## config.mk

```make
export PLATFORM = sky130hd
export DESIGN_NAME = alarm_ctrl
export DESIGN_NICKNAME = d
export VERILOG_FILES = /design/src/rtl/alarm_pkg.sv /design/src/rtl/tone_gen.sv /design/src/rtl/alarm_ctrl.sv
export SDC_FILE = /design/constraint.sdc
export NUM_CORES = 1
export LEC_CHECK = 0
export CORE_MARGIN = 3
export CORE_UTILIZATION = 40
export DETAILED_ROUTE_END_ITERATION = 6
export PLACE_DENSITY = 0.6
export SKIP_LAST_GASP = 1
export SYNTH_ARGS = -nofsm -noshare
export SYNTH_HDL_FRONTEND = slang
export SYNTH_SLANG_ARGS = --single-unit
```

## constraint.sdc

```tcl
create_clock -name clk -period 8.7 [get_ports clk]
set_clock_uncertainty 0.2 [all_clocks]
set_input_delay 2.175 -clock clk [delete_from_list [all_inputs] [get_ports clk]]
set_output_delay 2.175 -clock clk [all_outputs]
set_load 0.05 [all_outputs]
```

## src/rtl/alarm_pkg.sv

```systemverilog
// Shared types and BCD limits for the alarm controller.
package alarm_pkg;

    typedef enum logic [1:0] {
        ST_IDLE   = 2'd0,
        ST_RING   = 2'd1,
        ST_SNOOZE = 2'd2
    } alarm_state_e;

    localparam logic [3:0] HOURDEC_MAX      = 4'd2;
    localparam logic [3:0] HOURONE_MAX_AT_2 = 4'd3;
    localparam logic [3:0] MINDEC_MAX       = 4'd5;
    localparam logic [3:0] DIGIT_MAX        = 4'd9;

    typedef struct packed {
        logic [3:0] hourdec;
        logic [3:0] hourone;
        logic [3:0] mindec;
        logic [3:0] minone;
    } bcd_hm_t;

    // True when the hh:mm value is a valid 24-hour BCD time.
    function automatic logic bcd_hm_legal(input bcd_hm_t t);
        logic hour_ok;
        hour_ok = ((t.hourdec < HOURDEC_MAX) && (t.hourone <= DIGIT_MAX)) ||
                  ((t.hourdec == HOURDEC_MAX) && (t.hourone <= HOURONE_MAX_AT_2));
        return hour_ok && (t.mindec <= MINDEC_MAX) && (t.minone <= DIGIT_MAX);
    endfunction

endpackage

```

## src/rtl/tone_gen.sv

```systemverilog
// Square-wave phase generator for the buzzer; restart forces a fresh high half-period.
module tone_gen #(
    parameter int unsigned CLK_HZ  = 100_000_000,
    parameter int unsigned TONE_HZ = 1000
) (
    input  logic clk,
    input  logic rst,
    input  logic restart,
    input  logic enable,
    output logic phase
);

    localparam int unsigned HALF_RAW = CLK_HZ / (2 * TONE_HZ);
    localparam int unsigned HALF     = (HALF_RAW > 0) ? HALF_RAW : 1;
    localparam int unsigned CW       = (HALF > 1) ? $clog2(HALF) : 1;

    logic [CW-1:0] cnt_q, cnt_d;
    logic          phase_q, phase_d;

    always_comb begin
        cnt_d   = cnt_q;
        phase_d = phase_q;
        if (restart) begin
            cnt_d   = '0;
            phase_d = 1'b1;
        end else if (enable) begin
            if (cnt_q == CW'(HALF - 1)) begin
                cnt_d   = '0;
                phase_d = ~phase_q;
            end else begin
                cnt_d = cnt_q + CW'(1);
            end
        end
    end

    always_ff @(posedge clk or posedge rst) begin
        if (rst) begin
            cnt_q   <= '0;
            phase_q <= 1'b1;
        end else begin
            cnt_q   <= cnt_d;
            phase_q <= phase_d;
        end
    end

    assign phase = phase_q;

endmodule

```

## src/rtl/alarm_ctrl.sv

```systemverilog
// Alarm controller: stores the alarm time, detects the alarm minute and runs
// the ring / snooze / stop sequence with a gated buzzer tone.
module alarm_ctrl
    import alarm_pkg::*;
#(
    parameter int unsigned CLK_HZ     = 100_000_000,
    parameter int unsigned TONE_HZ    = 1000,
    parameter int unsigned RING_SEC   = 60,
    parameter int unsigned SNOOZE_MIN = 5
) (
    input  logic       clk,
    input  logic       rst,
    input  logic [3:0] hourdec_now,
    input  logic [3:0] hourone_now,
    input  logic [3:0] mindec_now,
    input  logic [3:0] minone_now,
    input  logic [2:0] decsec_now,
    input  logic [3:0] sec_now,
    input  logic       alarm_en,
    input  logic       set_valid,
    input  logic [3:0] set_hourdec,
    input  logic [3:0] set_hourone,
    input  logic [3:0] set_mindec,
    input  logic [3:0] set_minone,
    input  logic       stop,
    input  logic       snooze,
    output logic [3:0] alarm_hourdec,
    output logic [3:0] alarm_hourone,
    output logic [3:0] alarm_mindec,
    output logic [3:0] alarm_minone,
    output logic       set_err,
    output logic       ringing,
    output logic       snoozing,
    output logic       sound
);

    localparam int unsigned SNOOZE_SEC = SNOOZE_MIN * 60;
    localparam int unsigned SEC_MAX    = (RING_SEC > SNOOZE_SEC) ? RING_SEC : SNOOZE_SEC;
    localparam int unsigned PW         = (CLK_HZ > 1) ? $clog2(CLK_HZ) : 1;
    localparam int unsigned SW         = $clog2(SEC_MAX + 1);

    alarm_state_e  state_q, state_d;
    bcd_hm_t       alarm_q, alarm_d;
    bcd_hm_t       now_hm, set_hm;
    logic [PW-1:0] presc_q, presc_d;
    logic [SW-1:0] sec_q, sec_d;
    logic          match_c, match_q;
    logic          trigger_c, wrap_c, tone_restart_c, phase;
    logic          set_err_q, set_err_d;
    logic          ringing_q, ringing_d;
    logic          snoozing_q, snoozing_d;

    assign now_hm = {hourdec_now, hourone_now, mindec_now, minone_now};
    assign set_hm = {set_hourdec, set_hourone, set_mindec, set_minone};

    // match_q starts high so a release from reset at 00:00:00 is not an edge.
    assign match_c   = (now_hm == alarm_q) && (decsec_now == 3'd0) && (sec_now == 4'd0);
    assign trigger_c = match_c && !match_q && alarm_en && (state_q == ST_IDLE);
    assign wrap_c    = (presc_q == PW'(CLK_HZ - 1));

    always_comb begin
        state_d    = state_q;
        presc_d    = presc_q;
        sec_d      = sec_q;
        alarm_d    = alarm_q;
        set_err_d  = 1'b0;

        unique case (state_q)
            ST_IDLE: begin
                if (trigger_c) state_d = ST_RING;
            end
            ST_RING: begin
                if (stop)                                        state_d = ST_IDLE;
                else if (snooze)                                 state_d = ST_SNOOZE;
                else if (wrap_c && (sec_q == SW'(RING_SEC - 1))) state_d = ST_IDLE;
            end
            ST_SNOOZE: begin
                if (stop)                                          state_d = ST_IDLE;
                else if (wrap_c && (sec_q == SW'(SNOOZE_SEC - 1))) state_d = ST_RING;
            end
            default: state_d = ST_IDLE;
        endcase
        if (!alarm_en) state_d = ST_IDLE;

        // Second counters restart on every state change so each phase is timed from entry.
        if (state_d != state_q) begin
            presc_d = '0;
            sec_d   = '0;
        end else if (wrap_c) begin
            presc_d = '0;
            sec_d   = (state_q == ST_IDLE) ? '0 : sec_q + SW'(1);
        end else begin
            presc_d = presc_q + PW'(1);
        end

        if (set_valid) begin
            if (bcd_hm_legal(set_hm)) alarm_d   = set_hm;
            else                      set_err_d = 1'b1;
        end

        ringing_d      = (state_d == ST_RING);
        snoozing_d     = (state_d == ST_SNOOZE);
        tone_restart_c = (state_d == ST_RING) && (state_q != ST_RING);
    end

    always_ff @(posedge clk or posedge rst) begin
        if (rst) begin
            state_q    <= ST_IDLE;
            alarm_q    <= '0;
            presc_q    <= '0;
            sec_q      <= '0;
            match_q    <= 1'b1;
            set_err_q  <= 1'b0;
            ringing_q  <= 1'b0;
            snoozing_q <= 1'b0;
        end else begin
            state_q    <= state_d;
            alarm_q    <= alarm_d;
            presc_q    <= presc_d;
            sec_q      <= sec_d;
            match_q    <= match_c;
            set_err_q  <= set_err_d;
            ringing_q  <= ringing_d;
            snoozing_q <= snoozing_d;
        end
    end

    tone_gen #(
        .CLK_HZ  (CLK_HZ),
        .TONE_HZ (TONE_HZ)
    ) u_tone_gen (
        .clk     (clk),
        .rst     (rst),
        .restart (tone_restart_c),
        .enable  (ringing_q),
        .phase   (phase)
    );

    // Beep during the first half of each ring second, gated by the tone phase.
    assign sound = ringing_q & phase & (presc_q < PW'(CLK_HZ / 2));

    assign alarm_hourdec = alarm_q.hourdec;
    assign alarm_hourone = alarm_q.hourone;
    assign alarm_mindec  = alarm_q.mindec;
    assign alarm_minone  = alarm_q.minone;
    assign set_err       = set_err_q;
    assign ringing       = ringing_q;
    assign snoozing      = snoozing_q;

endmodule

```

Yosys cells after proc, flatten, opt, wreduce, memory -nomap -nowiden
Index checks and enable logic that the tools add are counted.
Widths: inputs -> output; s select.
{"block": "classes", "add_sub_neg": 3, "magnitude_cmp": 6, "n_eq_ne": 12, "mux": 21, "bitwise": 3, "reduce_logical": 22}
{"op": "$mux 27", "count": 2}
{"op": "$mux 16", "count": 3}
{"op": "$add 27x1->27 const B", "count": 1}
{"op": "$eq 27x27->1 const B", "count": 1}
{"op": "$lt 27x26->1 const B", "count": 1}
{"op": "$mux 9", "count": 3}
{"op": "$add 16x1->16 const B", "count": 1}
{"op": "$eq 16x16->1", "count": 1}
{"op": "$eq 16x16->1 const B", "count": 1}
{"op": "$mux 2", "count": 7}
{"op": "$logic_and 1x1->1", "count": 12}
{"op": "$add 9x1->9 const B", "count": 1}
{"op": "$eq 9x6->1 const B", "count": 1}
{"op": "$eq 9x9->1 const B", "count": 1}
{"op": "$le 4x4->1 const B", "count": 2}
{"op": "$pmux 2 s3", "count": 1}
{"op": "$reduce_bool 2->1", "count": 3}
{"op": "$mux 1", "count": 5}
{"op": "$eq 2x1->1 const B", "count": 2}
{"op": "$eq 2x2->1 const B", "count": 2}
{"op": "$eq 4x2->1 const B", "count": 1}
{"op": "$le 4x2->1 const B", "count": 1}
{"op": "$le 4x3->1 const B", "count": 1}
{"op": "$logic_not 4->1", "count": 1}
{"op": "10 further kinds", "count": 12}
{"block": "word_totals", "reg_bits": 75, "input_bits": 45, "output_inout_bits": 20, "wordCells": 80}

Logic depth before layout (Yosys ltp)
Gate-level depths: netlist (run 1).
{"block": "logic_depth", "depth_word": 13, "depth_mapped": 9, "ltp_nobuf": 7}

Modules after synthesis
From an unflattened synthesis (run 1), not the netlist that was laid out.
{"block": "hier_totals", "cells_unflattened": 384, "area_unflattened_um2": 3902.5}
{"module": "alarm_ctrl", "n_inst": 1, "cells_each": 282, "area_per_inst_um2": 2962.8}
{"module": "tone_gen", "n_inst": 1, "cells_each": 102, "area_per_inst_um2": 939.7}

Worst setup path after synthesis (run 1)
OpenSTA, ideal clock, no wires.
{"block": "synth_timing", "path_kind": "reg-to-output", "from": "register presc_q[8]", "to": "output port sound", "arrival_ns": 3.756, "required_ns": 6.325, "slack_ns": 2.569, "path_stages_with_launch": 7, "n_path_buf": 0, "path_cell_list": "dfrtp_1 -> or4_4 -> nor2_1 -> o21bai_1 -> a21oi_1 -> nor2_1 -> a2111oi_0"}
{"block": "synth_between", "elab_chain_cells": 2}
{"element": "from (decl)", "line": "alarm_ctrl.sv:45", "source": "logic [PW-1:0] presc_q, presc_d;"}
{"element": "from (signal assigned)", "line": "alarm_ctrl.sv:119", "source": "presc_q <= presc_d;"}
{"element": "$lt 27x26->1", "line": "alarm_ctrl.sv:140", "source": "assign sound = ringing_q & phase & (presc_q < PW'(CLK_HZ / 2));"}
{"element": "$and 1x1->1", "line": "alarm_ctrl.sv:140"}
{"element": "to (decl)", "line": "alarm_ctrl.sv:34", "source": "output logic sound"}
Every way passes these cells.

Worst setup path in the final report (run 1)
Ends and elaborated chain as after synthesis.

==> results of run 1 <==
-- registers in the layout, summed over array words and instances (netlist names) --
| name | cells |
|---|---|
| sec_q | 9 |
| snoozing | 1 |
| match_q | 1 |
| alarm_hourone | 4 |
| state_q | 2 |
| u_tone_gen.phase | 1 |
| presc_q | 27 |
| u_tone_gen.cnt_q | 16 |
| set_err | 1 |
| alarm_hourdec | 4 |
| alarm_minone | 4 |
| ringing | 1 |
| alarm_mindec | 4 |
-- cells in the mapped netlist (3+ instances only) --
master	count
a22oi_1	3
xor2_1	36
mux2_2	13
inv_1	10
clkbuf_1	11
nand3b_1	3
a2111oi_0	3
or4_4	3
nand4_1	14
nand4b_1	4
nor4_1	9
nor3_1	29
dfrtp_1	73
and3_1	9
ha_1	3
nand2_1	25
and2_1	3
or3_1	6
xnor2_1	15
nand3_1	23
o21ai_0	14
a31oi_1	4
a21oi_1	38
nor2_1	25
nor2b_1	6
-- per-layer routing --
metal | routed length, µm | part of all wire, % | GRT usage, %
met5 | 0 | 0 | 0
met4 | 151 | 1.6 | 4.26
met3 | 336 | 3.6 | 4.31
met2 | 4440 | 47 | 28.9
met1 | 4450 | 47 | 23.9
-- cells by family (layout without fill, tap and decap cells) --
group / Yosys count / after routing / share of synthesized area [%]
AO/OA/AOI/OAI: 73 / 73 / 11.0
XOR/XNOR: 51 / 51 / 11.2
AND/OR/NAND/NOR: 171 / 171 / 23.3
flip-flops: 75 / 75 / 47.1
adder cells (fa/ha/maj): 3 / 3 / 0.941
buffers and inverters: 25 / 94 / 2.57
multiplexers: 14 / 14 / 3.92
-- worst max-delay path: stages (launching register included) --
cell and delay, ps:
dfrtp_1 440, or4_4 570, nor2_1 100, o21bai_1 80, a21oi_1 160, nor2_1 60
a2111oi_0 360, clkdlybuf4s50_1 880
-- power by group --
group / total, mW / switching, mW / leakage [nW] / internal (mW)
registers: 0.465 / 0.0616 / 0.896 / 0.403
clock network: 0.353 / 0.128 / 0.132 / 0.225
logic: 0.212 / 0.113 / 0.973 / 0.0996
total: 1.03 / 0.302 / 2.00 / 0.728
-- through the flow --
stage	setup slack (ps)	util, %
2_1_floorplan	2570	-
5_1_grt	3190	53.2
4_1_cts	3300	53.2
3_5_place_dp	3700	50.4
6_report	3330	53.2
3_3_place_gp	3710	50.4
-- worst max-delay path by stage --
stage             to        from  slack, ps  cells after the start
6_report       sound  presc_q[8]       3330                      7
5_1_grt        sound  presc_q[8]       3190                      7
4_1_cts        sound  presc_q[8]       3300                      7
3_5_place_dp   sound  presc_q[8]       3700                      7
2_1_floorplan  sound  presc_q[8]       2570                      6
3_3_place_gp   sound  presc_q[8]       3710                      7
-- layout by cell type, fill, tap and decap left out, drive strengths merged, types with 4 or more instances in the layout --
cell | Yosys | routed
nand2 | 25 | 25
nor4 | 10 | 10
nor2b | 6 | 6
xor2 | 36 | 36
dfrtp | 73 | 73
clkdlybuf4s50 | 0 | 64
xnor2 | 15 | 15
clkbuf | 11 | 10
and3 | 9 | 9
nand3 | 23 | 23
nor3 | 29 | 29
a31oi | 4 | 4
or4 | 4 | 4
nor2 | 25 | 25
a21oi | 39 | 39
or3 | 6 | 6
buf | 3 | 4
inv | 10 | 10
nand4b | 4 | 4
mux2 | 13 | 13
o21ai | 14 | 14
nand4 | 14 | 14
bufinv | 0 | 4
-- final cells by class --
cell class              instances  share of cell area (%)
clock buffers                  10                    2.74
clock inverters                 5                    2.49
inverters                      11                   0.821
multi-input cells             312                    40.1
flip-flops and latches         75                    37.4
well taps                     129                    3.21
repair buffers                 68                    13.3
==> metrics.md, run 1 <==
| Metric | Value |
|---|---|
| Top cell type's share of synthesized area | 45.8% |
| Final hold vios | 0 |
| Hold Crit Start | presc_q[0] |
| Final ANT Viol Nets | 0 |
| Crit path time final | 5370 ps |
| First-pass GRT wire length | 16.2 mm |
| Setup violators final | 0 |
| RR Endpoint | u_tone_gen.cnt_q[8] |
| Slew headroom | 29.8% |
| Dpl hpwl | 6.54 mm |
| Drt via density | 5.31 |
| Library cells used by synthesis | 50 |
| Status | finished clean |
| Origin of the critical flop-to-flop path | presc_q[8] |
| Largest net degree at the start of global routing | 76 |
| H-tree depth | 3 |
| Height of the die | 106 µm |
| Initial Utilization | 42.2% |
| Synth Register Bits | 75 |
| Seq. cell area | about 0.0019 mm² |
| Final Instance Area | 0.00503 mm² |
| Drt drc | 0 |
| Gpl congestion | 0.828 |
| Worst-case reg-to-reg path depth | 6 |
| Layout cells sized above 1 | 9.15% |
| Worst hold endpoint | presc_q[0] |
| CTS Buffer Depth | 2 |
| Max-Cap Viols | 0 |
| CTS tree | yes |
| Overall routing resource usage | between 15 and 20% |
| Number of global-route vias before repair | 3220 |
| VDD IR-drop max | 0.126 mV |
| Critical Path Source Type | flop |
| Setup tns final | 0 ps |
| Placeable core area | 0.00946 mm² |
| CTS buffer count | 9 |
| Arrival time worst endpoint | 3000 ps |
| Area of the multi-input gates | 0.00202 mm² |
| Final WL | 9.38 mm |
| Inst Count DP | a little under 600 |
| Synthesized Nets | 460 |
| LEAKAGE | 2.00 nW |
| P per Cell Area | 205 mW/mm² |
| Avg Cell Area, Syn | 9.69 µm² |
| Post-CTS Setup Inserts | 0 |
| Antenna violations before repair | 0 |
| Async S/R FF share, synth | 100% |
| # IOs | 65 |
| Die area | 0.0112 mm² |
| GRT overflow | 0 |
| Clk pin slew, worst setup/hold paths | 80 ps |
| Pwr Total | 1.03 mW |
| Sink Count | 75 |
| # port buffers | between 60 and 70 |
| Synth top area cells | dfrtp_1, xor2_1, a21oi_1 |
| RSZ-0062 raised after global routing | false |
| Ant. Diodes | 0 |
| Crit path kind | reg2out |
| # hold bufs at CTS | 0 |
| CP Data Required Time | 6330 ps |
| Placed cell area | 0.00477 mm² |
| Hold Path Stages | 1 |
| Hold_ws | 308 ps |
| Mapped Area | 0.00399 mm² |
| Worst-Margin Slew | 1040 ps |
| Routed len/inst | 15.4 µm |
| Final Slew Violations | 0 |
| Filler cell count | 896 |
| Top_reg_cell synth | dfrtp_1 |
| Endpoint class of the critical path | output pin |
| Leading area contributor after synthesis | dfrtp_1 |
| Hold crit path type | reg2reg |
| FF-to-FF setup slack | about 5300 ps |
| Core Rows | 35 |
| Fin nets | 525 |
| Final cell count without fillers | 610 |
| Fin crit share | 61.8% |
| Sequential share of the synthesized area | between 40% and 50% |
| Die X | 106 µm |
| Clk Latency, worst-skew pair | around 350 ps |
| Root buffer cell | clkbuf_8 |
| Post-CTS sizing | 0 |
| Initial DRC count | 114 |
| Mapped Cells | between 400 and 500 |
| Drt first pass iters | 4 |
| Yosys warning total | 0 |
| EDFF count, synth | 0 |
| Max FO, Critical Path | 6 |
| Total number of vias | roughly 3200 |
| Highest Clock Rate | 186 MHz |
| Area Overhead vs Synth | 26.1% |
Power figures use the tool's default switching activity.
==> run 2, diff against run 1 <==
- clock period: 8.7 -> 5.6 ns (I/O delays scaled with it)
==> metrics.md, run 2 (same netlist as run 1, synthesis figures left out) <==
| Metric | Value |
|---|---|
| Area Overhead vs Synth | 25.4% |
| Largest regs | presc_q: 27 flops, u_tone_gen.cnt_q: 16 flops, sec_q: 9 flops |
| FF-to-FF setup slack | 2250 ps (-3080 ps) |
| Antenna violations before repair | 0 (unchanged) |
| Arrival time worst endpoint | 2960 ps (-40 ps) |
| Hold crit path type | reg2reg |
| Largest net degree at the start of global routing | 42 (-45%) |
| Die X | 106 µm (unchanged) |
| VDD IR-drop max | 0.197 mV (+56%) |
| Placeable core area | 0.00946 mm² (unchanged) |
| Gpl congestion | 0.849 (+2.5%) |
| Drt first pass iters | 4 (unchanged) |
| Clk Latency, worst-skew pair | 350 ps (about the same) |
| Root buffer cell | clkbuf_8 |
| Sink Count | 75 (unchanged) |
| Routed wl met2 | 4.58 mm (+3.1%) |
| Overall routing resource usage | 18.0% (+0.22 points) |
| Filler cell count | 905 (+1.0%) |
| Top Layer Used | met4 |
| Core Rows | 35 (unchanged) |
| Crit path kind | reg2out |
| Drt via density | 5.38 (+1.4%) |
| Max FFs per register | 27 (unchanged) |
| Die area | 0.0112 mm² (unchanged) |
| Most common cell on crit path | nor2_1 |
| Final WS setup | 1040 ps (-2290 ps) |
| Fin nets | 525 (unchanged) |
| CTS tree | yes |
| Initial DRC count | 156 (+37%) |
| Height of the die | 106 µm (unchanged) |
| RSZ-0062 raised after global routing | false |
| Dpl hpwl | 6.68 mm (+2.2%) |
| Crit path time final | 4560 ps |
| CTS Buffer Depth | 2 (unchanged) |
| H-tree depth | 3 (unchanged) |
| CP Cell Sequence | or4_4 -> nor2_1 -> o21bai_1 -> a21oi_1 -> nor2_1 -> a2111oi_0 -> clkdlybuf4s50_1 |
| Routed len/inst | 15.7 µm (+2.1%) |
| Pwr Total | 1.54 mW (+50%) |
| # IOs | 65 (unchanged) |
| Commonest non-fill, non-tap cell in the layout | dfrtp_1 |
| Post-Route M1 WL | 4.53 mm (+1.9%) |
| Total number of vias | 3287 (+1.5%) |
| Layout cells sized above 1 | 9.13% (-0.019 points) |
| Number of global-route vias before repair | 3224 (+0.12%) |
| Setup WS pre-CTS | 1400 ps (-2310 ps) |
| Worst-Margin Slew | 1010 ps (-32.2 ps) |
| Initial Utilization | 42.2% (unchanged) |
| Final ANT Viol Nets | 0 (unchanged) |
| Status | finished clean |
| Largest register by flop count | presc_q |
| P per Cell Area | 308 mW/mm² (+50%) |
| Critical Path Source Type | flop |
| GRT overflow | 0 (unchanged) |
| # hold bufs at CTS | 0 (unchanged) |
| Post-CTS sizing | 0 (unchanged) |
| Final Instance Area | 0.00501 mm² (-0.50%) |
| Final hold vios | 0 (unchanged) |
| Post-CTS Setup Inserts | 0 (unchanged) |
| Setup violators final | 0 (unchanged) |
| Max-Cap Viols | 0 (unchanged) |
| Setup tns final | 0 ps (unchanged) |
| Met3 wire length | 350 µm (+4.2%) |
| Final Slew Violations | 0 (unchanged) |
| Max FO, Critical Path | 6 (unchanged) |
| # port buffers | 64 (unchanged) |
| Drt drc | 0 (unchanged) |
| Fin util | 52.9% (-0.26 points) |
| Slew headroom | 32.0% (+2.2 points) |
| Top delay family on crit path | buffers and inverters |
| CP Data Required Time | 4000 ps (-2330 ps) |
| Crit-path slowest cell | clkdlybuf4s50_1 |
| Placed cell area | 0.00477 mm² (unchanged) |
| Highest Clock Rate | approximately 220 MHz |
| Ant. Diodes | 0 (unchanged) |
| Endpoint class of the critical path | output pin |
| Worst Path Buf+Inv | 1 (unchanged) |
| First-pass GRT wire length | 16.3 mm (+0.98%) |
| CTS buffer count | 9 (unchanged) |
| Fin crit share | 81.5% |
| Largest stage delay on the critical path | 870 ps (about the same) |
| Final WL | 9.59 mm (+2.2%) |
| Commonest non-fill, non-tap cells in the layout | dfrtp_1, clkdlybuf4s50_1, a21oi_1 |
| Clk pin slew, worst setup/hold paths | 70 ps (about the same) |
| LEAKAGE | 1.99 nW (-0.62%) |
## run 2: changes by cell type in the layout (fill, tap and decap cells not counted)
cell	previous run	this run
clkinv_4	0	1
clkinv_2	1	0
clkbuf_1	0	1
clkbuf_8	10	12
bufinv_16	4	2
## run 2: final timing paths
kind                              from                  end  cells past startpoint
min                         presc_q[0]           presc_q[0]                      1
max reg2reg                presc_q[12]  u_tone_gen.cnt_q[8]                      6
max in group asynchronous          rst     u_tone_gen.phase                      3
min in group asynchronous          rst  u_tone_gen.cnt_q[6]                      2
max                         presc_q[8]                sound                      7
min reg2reg                 presc_q[0]           presc_q[0]                      1
## run 2: area by class of cell
type | instances | area [µm²] | share of cell area, %
clock buffer | 13 | 169 | 3.37
clock inverter | 3 | 68.8 | 1.37
inverter | 11 | 41.3 | 0.825
multi-input combinational | 312 | 2020 | 40.3
sequential | 75 | 1880 | 37.5
tap | 129 | 161 | 3.22
timing repair buffer | 68 | 671 | 13.4
## run 2: metrics by stage
| step | hold slack, ps | std cells |
|---|---|---|
| floorplan | 267 | 412 |
| global placement | 291 | 595 |
| detailed placement | 291 | 595 |
| CTS | 303 | 611 |
| global route | 359 | 611 |
| finish | 300 | 611 |
## run 2: report_power, final
| part | leakage [nW] | internal, mW | switching, mW |
|---|---|---|---|
| clock network | 0.120 | 0.289 | 0.199 |
| logic | 0.973 | 0.155 | 0.177 |
| registers | 0.896 | 0.627 | 0.0964 |
## run 2: per-layer routing
metal	up-vias	global-route usage, %
met1	1603	25.2
li1	1617	-
met2	56	27.9
met3	11	4.31
met4	0	5.00
met5	-	0
==> run 3, diff against run 2 <==
- PLACE_DENSITY: 0.6 -> 0.62
- clock period: 5.6 -> 3.8 ns (I/O delays scaled with it)
==> metrics.md, run 3 (same netlist as run 1, synthesis figures left out) <==
| Metric | Value |
|---|---|
| Final cell count without fillers | 616 (+0.82%) |
| Height of the die | 106 µm (unchanged) |
| Clk pin slew, worst setup/hold paths | 80 ps (about the same) |
| Slew headroom | 31.8% (-0.16 points) |
| Final WL | 9.31 mm (-2.9%) |
| Critical Path Source Type | flop |
| Fin util | 53.3% (+0.37 points) |
| Gpl congestion | 0.829 (-2.4%) |
| Setup tns final | 0 ps (unchanged) |
| Antenna violations before repair | 0 (unchanged) |
| # port buffers | 64 (unchanged) |
| Commonest non-fill, non-tap cell in the layout | dfrtp_1 |
| First-pass GRT wire length | 16.4 mm (+0.42%) |
| Total number of vias | 3289 (+0.061%) |
| LEAKAGE | 2.00 nW (+0.70%) |
| Fin crit share | 93.6% |
| # IOs | 65 (unchanged) |
| Core Rows | 35 (unchanged) |
| P per Cell Area | 430 mW/mm² (+40%) |
| CTS tree | yes |
| CTS buffer count | 9 (unchanged) |
| Inst Count DP | 600 (+0.84%) |
| RSZ-0062 raised after global routing | false |
| Initial DRC count | 85 (-46%) |
| Final Instance Area | 0.00504 mm² (+0.70%) |
| Largest stage delay on the critical path | 580 ps (-290 ps) |
| Dpl hpwl | 6.72 mm (+0.52%) |
| CTS Buffer Depth | 2 (unchanged) |
| Number of global-route vias before repair | 3349 (+3.9%) |
| Setup violators final | 0 (unchanged) |
| CP Data Required Time | 2650 ps (-1350 ps) |
| Largest net degree at the start of global routing | 43 (+2.4%) |
| Max-Cap Viols | 0 (unchanged) |
| Filler cell count | 879 (-2.9%) |
| Layout cells sized above 1 | 10.5% (+1.3 points) |
| Fin nets | 530 (+0.95%) |
| Highest Clock Rate | about 280 MHz |
| GRT overflow | 0 (unchanged) |
| Max FFs per register | 27 (unchanged) |
| Ant. Diodes | 0 (unchanged) |
| Status | finished clean |
| Initial Utilization | 42.2% (unchanged) |
| Arrival time worst endpoint | 2410 ps (-550 ps) |
| Die area | 0.0112 mm² (unchanged) |
| Drt first pass iters | 4 (unchanged) |
| Largest register by flop count | presc_q |
| Area Overhead vs Synth | 26.3% |
| Die X | 106 µm (unchanged) |
| Final ANT Viol Nets | 0 (unchanged) |
| Crit path time final | 3560 ps |
| Sink Count | 75 (unchanged) |
| VDD IR-drop max | 0.228 mV (+15%) |
| CP Cell Sequence | or4_4 -> nor2_1 -> o21bai_1 -> a21oi_1 -> nor2_1 -> a2111oi_4 -> buf_12 |
| Endpoint class of the critical path | output pin |
| Drt drc | 0 (unchanged) |
| H-tree depth | 3 (unchanged) |
| Routed len/inst | 15.1 µm (-3.7%) |
| Final hold vios | 0 (unchanged) |
| Largest regs | presc_q: 27 flops, u_tone_gen.cnt_q: 16 flops, sec_q: 9 flops |
| Worst-Margin Slew | 1010 ps (+2.37 ps) |
| Max FO, Critical Path | 6 (unchanged) |
| Commonest non-fill, non-tap cells in the layout | dfrtp_1, clkdlybuf4s50_1, a21oi_1 |
| Hold_ws | 302 ps (+2.22 ps) |
| Clk Latency, worst-skew pair | 350 ps (about the same) |
| Placeable core area | 0.00946 mm² (unchanged) |
| Hold crit path type | reg2reg |
| Placed cell area | 0.00483 mm² (+1.4%) |
| Final Slew Violations | 0 (unchanged) |
| Crit path kind | reg2out |
| # hold bufs at CTS | 0 (unchanged) |
| Drt via density | 5.34 (-0.75%) |
| Overall routing resource usage | 18.0% (+0.084 points) |
| Crit-path slowest cell | or4_4 |
| Most common cell on crit path | nor2_1 |
| Root buffer cell | clkbuf_8 |
run 3: cell types whose count changed in the layout (fill, tap and decap cells not counted), moves of 2 or more:
| cell | delta |
|---|---|
| clkinv_2 | +3 |
| clkbuf_8 | -2 |
| buf_12 | +2 |
| buf_4 | +4 |
run 3: power breakdown:
group / switching, mW / leakage (nW) / internal [mW]
clock network: 0.294 / 0.0991 / 0.318
logic: 0.259 / 1.01 / 0.231
registers: 0.143 / 0.896 / 0.923
total: 0.696 / 2.00 / 1.47
run 3: routing by layer:
layer / up-vias / GRT usage [%] / wire [µm]
li1: 1633 / - / -
met2: 68 / 28.7 / 4560
met3: 9 / 4.55 / 392
met4: 0 / 6.38 / 124
met1: 1579 / 23.9 / 4230
met5: - / 0 / 0
run 3: worst paths after layout:
kind,from,endpoint,slack (ps),cells past startpoint
hold reg to reg,presc_q[0],presc_q[0],300,1
setup reg to reg,presc_q[8],u_tone_gen.cnt_q[8],440,6
setup / recovery,presc_q[8],sound,240,7
hold / removal,presc_q[0],presc_q[0],300,1
min in group asynchronous,rst,sec_q[5],650,2
max in group asynchronous,rst,presc_q[21],2160,3
run 3: worst max-delay path, delay by kind of cell, from the launching register on:
kind | cells | cell delay (ps)
AOI/OAI and AO/OA | 3 | 630
buffers and inverters | 1 | 190
and+or+nand+nor | 3 | 790
DFF | 1 | 450
run 3: stage by stage:
| step | total power [mW] | setup slack [ps] |
|---|---|---|
| after floorplan | 1.39 | 235 |
| final | 2.17 | 242 |
| after global placement | 1.56 | 334 |
| after CTS | 2.20 | 118 |
| after detailed placement | 1.57 | 290 |
| after global routing | 2.31 | 98.4 |
run 3: layout make-up:
type / instances / area [µm²] / area share (%)
Multi-Input combinational cell: 312 / 2030 / 40.4
Sequential cell: 75 / 1880 / 37.3
Timing Repair Buffer: 73 / 731 / 14.5
Tap cell: 129 / 161 / 3.20
Clock buffer: 11 / 141 / 2.80
Clock inverter: 5 / 52.6 / 1.04
Inverter: 11 / 41.3 / 0.819
run 3: repair_timing:
action,CTS,global route
endpoints found under the setup margin,0,1
resized for setup,0,1
setup buffers,0,0
